[src/rtl/rob_param.sv]
// Parametrised reorder buffer: in-order allocate, out-of-order completion via two CDB ports, single in-order commit.
// Optional same-cycle CDB operand forwarding is enabled with ROB_CDB_BYPASS_EN.
module rob_param #(
    parameter int unsigned DEPTH = 16,
    parameter int unsigned ID_W  = $clog2(DEPTH),
    parameter int unsigned XLEN  = 32
) (
    input  logic            clk,
    input  logic            rst_in,
    input  logic            rdy_in,
    input  logic            issue_valid,
    output logic            issue_ready,
    input  logic [1:0]      issue_kind,
    input  logic [4:0]      issue_rd,
    input  logic [XLEN-1:0] issue_pc,
    input  logic            issue_pred_taken,
    input  logic [XLEN-1:0] issue_target,
    output logic [ID_W-1:0] issue_tag,
    input  logic [ID_W-1:0] src1_tag,
    input  logic [ID_W-1:0] src2_tag,
    output logic            src1_ready,
    output logic            src2_ready,
    output logic [XLEN-1:0] src1_val,
    output logic [XLEN-1:0] src2_val,
    input  logic            cdb0_valid,
    input  logic [ID_W-1:0] cdb0_tag,
    input  logic [XLEN-1:0] cdb0_val,
    input  logic            cdb1_valid,
    input  logic [ID_W-1:0] cdb1_tag,
    input  logic [XLEN-1:0] cdb1_val,
    output logic            commit_valid,
    output logic [4:0]      commit_rd,
    output logic [XLEN-1:0] commit_val,
    output logic [ID_W-1:0] commit_tag,
    output logic            store_commit,
    output logic [ID_W-1:0] store_tag,
    output logic            bp_update,
    output logic [XLEN-1:0] bp_pc,
    output logic            bp_taken,
    output logic            flush_out,
    output logic [XLEN-1:0] flush_pc,
    output logic            exit_out,
    output logic [ID_W:0]   count
);

    localparam int unsigned CNT_W = ID_W + 1;

    typedef enum logic [1:0] {
        K_REG    = 2'd0,
        K_BRANCH = 2'd1,
        K_STORE  = 2'd2,
        K_EXIT   = 2'd3
    } kind_t;

    logic [ID_W-1:0]  head;
    logic [ID_W-1:0]  tail;
    logic [DEPTH-1:0] valid;
    logic [DEPTH-1:0] ready;
    kind_t            e_kind   [DEPTH];
    logic [4:0]       e_rd     [DEPTH];
    logic [XLEN-1:0]  e_pc     [DEPTH];
    logic             e_pred   [DEPTH];
    logic [XLEN-1:0]  e_target [DEPTH];
    logic [XLEN-1:0]  e_val    [DEPTH];

    logic commit_fire;
    logic mispredict;
    logic issue_fire;
    logic cdb_en;

    // Control decisions, all derived from registered state plus this cycle's requests
    always_comb begin
        issue_ready = (count != CNT_W'(DEPTH)) && !flush_out;
        issue_tag   = tail;
        commit_fire = valid[head] && ready[head];
        mispredict  = commit_fire && (e_kind[head] == K_BRANCH) && (e_val[head][0] != e_pred[head]);
        issue_fire  = issue_valid && issue_ready && !mispredict;
        cdb_en      = !flush_out && !mispredict;
    end

    // Operand lookup; port 0 takes priority over port 1 when forwarding
    always_comb begin
        src1_ready = valid[src1_tag] && ready[src1_tag];
        src1_val   = e_val[src1_tag];
        src2_ready = valid[src2_tag] && ready[src2_tag];
        src2_val   = e_val[src2_tag];
`ifdef ROB_CDB_BYPASS_EN
        if (valid[src1_tag] && cdb0_valid && (cdb0_tag == src1_tag)) begin
            src1_ready = 1'b1;
            src1_val   = cdb0_val;
        end else if (valid[src1_tag] && cdb1_valid && (cdb1_tag == src1_tag)) begin
            src1_ready = 1'b1;
            src1_val   = cdb1_val;
        end
        if (valid[src2_tag] && cdb0_valid && (cdb0_tag == src2_tag)) begin
            src2_ready = 1'b1;
            src2_val   = cdb0_val;
        end else if (valid[src2_tag] && cdb1_valid && (cdb1_tag == src2_tag)) begin
            src2_ready = 1'b1;
            src2_val   = cdb1_val;
        end
`endif
    end

    // Entry storage, pointers, retire pulses; later assignments override earlier ones
    always_ff @(posedge clk) begin
        if (!rst_in) begin
            head         <= '0;
            tail         <= '0;
            count        <= '0;
            valid        <= '0;
            ready        <= '0;
            commit_valid <= 1'b0;
            commit_rd    <= '0;
            commit_val   <= '0;
            commit_tag   <= '0;
            store_commit <= 1'b0;
            store_tag    <= '0;
            bp_update    <= 1'b0;
            bp_pc        <= '0;
            bp_taken     <= 1'b0;
            flush_out    <= 1'b0;
            flush_pc     <= '0;
            exit_out     <= 1'b0;
        end else if (rdy_in) begin
            commit_valid <= 1'b0;
            store_commit <= 1'b0;
            bp_update    <= 1'b0;
            flush_out    <= 1'b0;

            // Port 1 first so port 0 wins a same-tag collision
            if (cdb_en && cdb1_valid && valid[cdb1_tag]) begin
                ready[cdb1_tag] <= 1'b1;
                e_val[cdb1_tag] <= cdb1_val;
            end
            if (cdb_en && cdb0_valid && valid[cdb0_tag]) begin
                ready[cdb0_tag] <= 1'b1;
                e_val[cdb0_tag] <= cdb0_val;
            end

            if (commit_fire) begin
                valid[head] <= 1'b0;
                ready[head] <= 1'b0;
                head        <= head + ID_W'(1);
                unique case (e_kind[head])
                    K_REG: begin
                        if (e_rd[head] != 5'd0) begin
                            commit_valid <= 1'b1;
                            commit_rd    <= e_rd[head];
                            commit_val   <= e_val[head];
                            commit_tag   <= head;
                        end
                    end
                    K_BRANCH: begin
                        bp_update <= 1'b1;
                        bp_pc     <= e_pc[head];
                        bp_taken  <= e_val[head][0];
                    end
                    K_STORE: begin
                        store_commit <= 1'b1;
                        store_tag    <= head;
                    end
                    K_EXIT: exit_out <= 1'b1;
                endcase
            end

            if (issue_fire) begin
                e_kind[tail]   <= kind_t'(issue_kind);
                e_rd[tail]     <= issue_rd;
                e_pc[tail]     <= issue_pc;
                e_pred[tail]   <= issue_pred_taken;
                e_target[tail] <= issue_target;
                valid[tail]    <= 1'b1;
                ready[tail]    <= 1'b0;
                tail           <= tail + ID_W'(1);
            end

            count <= count + CNT_W'(issue_fire) - CNT_W'(commit_fire);

            // Wrong-path recovery: drop every in-flight entry and redirect fetch
            if (mispredict) begin
                valid     <= '0;
                ready     <= '0;
                head      <= '0;
                tail      <= '0;
                count     <= '0;
                flush_out <= 1'b1;
                flush_pc  <= e_val[head][0] ? e_target[head] : e_pc[head] + XLEN'(4);
            end
        end
    end

endmodule
[config.mk]
export PLATFORM = sky130hd
export DESIGN_NAME = rob_param
export DESIGN_NICKNAME = d
export VERILOG_FILES = /design/src/rtl/rob_param.sv
export SDC_FILE = /design/constraint.sdc
export NUM_CORES = 2
export LEC_CHECK = 0
export CORE_ASPECT_RATIO = 0.5
export CORE_UTILIZATION = 50
export DETAILED_ROUTE_END_ITERATION = 12
export DONT_BUFFER_PORTS = 1
export PLACE_DENSITY = 0.72
export SYNTH_ARGS = -nofsm -noshare
export SYNTH_HDL_FRONTEND = slang
export SYNTH_SLANG_ARGS = --single-unit
[constraint.sdc]
create_clock -name clk -period 17.3 [get_ports clk]
set_input_delay 0 -clock clk [delete_from_list [all_inputs] [get_ports clk]]
set_output_delay 0 -clock clk [all_outputs]
set_load 0.03 [all_outputs]
Word level (Yosys, flattened, before mapping)
Memories as Yosys holds them, arrays and structs flattened. A register that Yosys moved wholly into a read port is not among the register bits.
Index checks and enable logic that the tools add are counted.
{"block": "totals", "latch_bits": 0, "mem_count": 6, "mem_bits_ro": 0, "reg_bits": 160, "ram_bits": 1664, "elab_cells": 159, "output_inout_bits": 191}
{"block": "classes", "n_reduce_logical": 30, "mul": 0, "shift": 0, "mux": 78, "order_cmp": 10, "bitwise_logic": 8, "add_sub_neg": 5, "div": 0, "n_eq_ne": 5}
{"memory": "e_pc", "words": 16, "word_bits": 32, "read_ports": 1, "rd_clocked_by_memory_dff": 1, "write_ports": 1, "line_no": "61", "rtl": "logic [XLEN-1:0] e_pc [DEPTH];"}
{"memory": "e_target", "words": 16, "word_bits": 32, "read_ports": 1, "rd_clocked_by_memory_dff": 1, "write_ports": 1, "line_no": "63", "rtl": "logic [XLEN-1:0] e_target [DEPTH];"}
{"memory": "e_val", "words": 16, "word_bits": 32, "read_ports": 3, "rd_clocked_by_memory_dff": 1, "write_ports": 2, "line_no": "64", "rtl": "logic [XLEN-1:0] e_val [DEPTH];"}
{"memory": "e_rd", "words": 16, "word_bits": 5, "read_ports": 1, "rd_clocked_by_memory_dff": 1, "write_ports": 1, "line_no": "60", "rtl": "logic [4:0] e_rd [DEPTH];"}
{"memory": "e_kind", "words": 16, "word_bits": 2, "read_ports": 1, "rd_clocked_by_memory_dff": 1, "write_ports": 1, "line_no": "59", "rtl": "kind_t e_kind [DEPTH];"}
{"memory": "e_pred", "words": 16, "word_bits": 1, "read_ports": 1, "rd_clocked_by_memory_dff": 1, "write_ports": 1, "line_no": "62", "rtl": "logic e_pred [DEPTH];"}
{"op": "two-way mux 16 bit", "count": 16}
{"op": "two-way mux 4 bit", "count": 16}
{"op": "AND 16 bit", "count": 3}
{"op": "bitwise OR 16 bit", "count": 3}
{"op": "adder 32 x 3 -> 32 bit (second input constant)", "count": 1}
{"op": "binary-select mux 1 bit (select 4 bit)", "count": 8}
{"op": "two-way mux 1 bit", "count": 32}
{"op": "two-way mux 32 bit", "count": 1}
{"op": "inverter 16 bit", "count": 2}
{"op": "< comparator 4 x 5 -> 1 bit (second input constant)", "count": 6}
{"op": "logical AND 1 bit", "count": 17}
{"op": "demux 1 bit (select 4 bit)", "count": 4}
{"op": "greater-or-equal comparator 4 x 1 -> 1 bit (second input constant)", "count": 4}
{"op": "AND reduction 3 bit", "count": 3}
{"op": "adder 4 x 1 -> 4 bit (second input constant)", "count": 2}
{"op": "AND reduction 2 bit", "count": 3}
{"op": "adder 5 x 1 -> 5 bit", "count": 1}
{"op": "two-way mux 5 bit", "count": 1}
{"op": "inequality test 5 bit (second input constant)", "count": 1}
{"op": "nonzero test 5 bit", "count": 1}
{"op": "subtractor 5 x 1 -> 5 bit", "count": 1}
{"op": "== test 2 bit (second input constant)", "count": 2}
{"op": "AND reduction 4 bit", "count": 1}
{"op": "nonzero test 2 bit", "count": 2}
{"op": "other kinds (4)", "count": 5}

Depth between registers and ports, before layout
{"block": "logic_depth", "ltp_word": 23, "ltp_mapped": 21, "ltp_nobuf": 16}

Least setup slack after synthesis
OpenSTA, ideal clock, no wires.
{"block": "synth_path", "kind": "register to register", "from": "reg with a tool-made name", "to": "mem e_kind[15][0] in the netlist's numbering, enable pin", "arrival_time_ns": 5.408, "stages_incl_launch_ff": 9, "setup_ns": 0.503, "period_less_slack_ns": 5.910, "slack_ns": 11.390, "required_ns": 16.797, "path_cell_list": "dfxtp_1 > buf_6 > mux4_1 > mux4_2 > xnor2_2 > nand4bb_1 > clkbuf_1 > nand2_1 > nor2_1"}
{"item": "end, declared", "line_no": "59"}

==> impl_results.md <==
* Status: completed
* CP Data Required Time at 17.75 ns
* Num CTS Buffers at 164
* Worst Skew at 0.0529 ns
* Min cycle time layout at 7.11 ns
* Number of global-route vias before repair at 47.5k
* WHS at 0.0817 ns
* Port-buffer cells at 0
* Final Non-Filler Cells at 7000
* Kind of critical path: reg2reg
* Pin count of the biggest net entering global routing at 139
* Mapped cell area at 0.0857 mm2
* Placed instance count at 6482
* Slew Limit Fails at 0
* Initial antenna violation count at 26
* Worst Max-Slew Pin Slew at 1.30 ns
* Via count at 46.9k
* Setup WS post-layout at 10.19 ns
* Fin. Hold Viols at 0
* CP Capture Type: flop
* Clock Sinks at 1828
* H-tree levels at 4
* I/O pin cnt at 349
* Fin crit share at 41.1%
* CTS clk-pin slew, worst paths at 0.07 ns
* MaxCap Viol Count at 0
* Register area share after synthesis at 62.1%
* Critical Path, Cell by Cell: buf_4 -> mux4_1 -> mux2i_1 -> mux2i_4 -> buf_4 -> xnor2_2 -> nand4bb_1 -> buf_4 -> nand4_1 -> nor2_4 -> a31o_2
* CP Max Fanout at 40
* CTS tree: yes
* Root Driver: clkbuf_16
* Peak VDD IR at 118 uV
* DRC Markers at 0
* Wire per inst at 33.6 um
* YS warnings at 0
* Post-synthesis compound-gate area fraction at 2.26%
* Worst path bufs/invs at 3
* Setup Total Neg Slack at 0 ns
* Mapped Nets at 4667
* Hold Path Class: in2reg
* Fin util at 56.0%
* Initial core utilization at 50.3%
* Post-synthesis cell count at 4493
* Delay of the slowest cell on the worst path at 1.11 ns
* Slowest cell on crit path: nor2_4
* Total gr overflow at 0
* Area delta synth->final at 11.3%
* CTS Buffer Depth at 3
* Die Wd at 588 um
* CP delay by family, top: simple AND/OR/NAND/NOR gates
* Routed WL at 235000 um
* First-pass GRT wire length at 340000 um
* Post-synth ARST share at 0%
* Postcts setup bufs at 0
* Clock Latency Late Sink at 0.86 ns
* Die ar. at 0.173 mm2
* FILL cells at 12.6k
* Num rows at 107
* Startpoint types: flop
* Post-synthesis simple-gate area fraction at 2.96%
* Setup violators final at 0
* Final #Nets at 4735
* Core Area at 0.170 mm2
* Max frequency at 141 MHz
* GPL Wtd Cong at 0.877
* Synth Area in Adders at 0.242%
* EDFF count, synth at 1664
* Avg Vias per Cell at 6.70
* Worst Path Arrival at 7.56 ns
* Die H at 295 um
* HPWL after detailed placement at 137000 um
* Most used cell along the critical path: buf_4
* Mux cell area share after synthesis at 29.9%
* Syn_area_per_cell at 19.1 um2
* DRT iter0 DRCs at 6024
* Post-synthesis cell type count at 86
* Power per Cell Area at 94.2 mW/mm2
* Post-Synth XOR/XNOR Area at 0.182%
* Share of cells above drive strength 1 at 36.9%
* Router iterations before antenna repair at 6
* Relative slew slack at 13.1%
* Total track usage at 27.2%
* RSZ-0062 raised after global routing: no
* Top FF cell, synth: edfxtp_1
* P_leak at 28.6 nW
* Synth Register Bits at 1828
* Routed Antenna Nets at 0
* Pre-CTS WS at 10.18 ns
* Main combinational cell family by area after synthesis: multiplexers
[final cells by class]
class | count | area [um2] | share of cell area [%]
clock buffer | 222 | 4540 | 4.76
tap | 2289 | 2860 | 3.00
antenna | 11 | 27.5 | 0.0289
timing repair buffer | 290 | 2760 | 2.89
clock inverter | 83 | 986 | 1.03
multi-input combinational | 2252 | 30900 | 32.3
inverter | 25 | 101 | 0.106
sequential | 1828 | 53300 | 55.8
[layer usage]
layer	wire (um)	GRT usage, %	vias to the layer above
met1	88100	35.4	24900
met3	19500	5.03	509
met5	37	0	-
met2	118000	45.3	2562
li1	-	-	19000
met4	9740	11.6	6
[placed cells by master (no fill, tap or decap), types with 19 or more instances in the layout]
cell,instances
mux4_2,812
dfxtp_1,161
and2_1,31
o211ai_1,19
a21oi_1,24
mux2i_1,102
nor2_1,90
o21ai_0,47
nand2_1,124
nand3_1,45
nor2_4,19
clkbuf_16,166
clkinv_1,23
mux2_2,509
edfxtp_1,1664
inv_1,22
a22oi_1,43
nor3_1,22
nor2b_1,55
mux4_1,19
dlygate4sd3_1,200
clkinv_2,29
clkbuf_1,38
buf_4,84
[kinds of logic (layout without fill, tap and decap cells)]
| family | Yosys count | after routing |
|---|---|---|
| other cells | 0 | 11 |
| mux | 1450 | 1450 |
| simple gates | 493 | 493 |
| flops | 1828 | 1828 |
| compound gates | 276 | 276 |
| buf+inv | 413 | 620 |
| fa+ha+maj | 16 | 16 |
| xor+xnor | 17 | 17 |
[Yosys cell counts, types with 7 or more instances]
cell	n	area share, %
a211oi_1	10	0.088
a21boi_0	18	0.16
a21oi_1	25	0.15
a221oi_1	13	0.13
a22oi_1	43	0.38
a31oi_1	13	0.095
and2_1	31	0.23
and3_1	12	0.088
buf_1	57	0.25
buf_2	85	0.50
buf_6	20	0.26
buf_8	8	0.14
clkbuf_1	206	0.90
dfxtp_1	164	3.8
edfxtp_1	1664	58
ha_1	15	0.22
inv_1	22	0.096
mux2_1	7	0.092
mux2_2	509	6.7
mux2i_1	103	1.2
mux4_1	19	0.58
mux4_2	812	21
nand2_1	124	0.54
nand2b_1	15	0.11
nand3_1	45	0.26
nand4_1	13	0.095
nor2_1	108	0.47
nor2b_1	59	0.43
nor3_1	25	0.15
nor3_2	7	0.082
nor3b_1	9	0.079
nor4_1	8	0.058
o211ai_1	19	0.17
o21a_1	16	0.14
o21ai_0	52	0.30
o21bai_1	14	0.12
xor2_1	11	0.11
[worst min-delay path, cell delays in order]
cell	delay (ns)
nor3b_1	0.14
nand3_1	0.11
nor3_2	0.05
buf_4	0.22
mux2_2	0.26
[final timing paths]
check / start / end / slack [ns] / depth (start not counted)
worst max-delay path: flop / e_val[11][19] / 10.19 / 11
worst min-delay path: cdb0_tag[0] / e_val[5][26] / 0.08 / 5
worst max register to register: flop / e_val[11][19] / 10.19 / 11
worst min register to register: ready[15] / ready[15] / 0.51 / 2
[power breakdown]
group	internal, mW	switching, mW
clock	2.05	1.71
combinational	0.175	0.221
sequential	4.82	0.00938
[registers in the layout, summed over array words and instances (netlist names), 5 cells and up, named ones only]
register,count
e_pred,16
e_target,512
valid,16
count,5
e_pc,512
e_rd,80
e_val,512
bp_pc,32
ready,16
commit_rd,5
commit_val,32
flush_pc,32
e_kind,32
[through the flow]
stage | area (um2) | power, mW
final | 95400 | 8.99
after global routing | 95400 | 9.21
after CTS | 95400 | 9.03
after detailed placement | 87800 | 5.21
after global placement | 87800 | 5.20
after floorplan | 85700 | 5.20
[timing repair]
action	in CTS	in global routing
gates resized for setup	0	0
setup endpoints to repair	0	0
hold buffers	202	0
endpoints found under the hold margin	1963	0
Note: power is estimated with default switching activity, not from simulation.
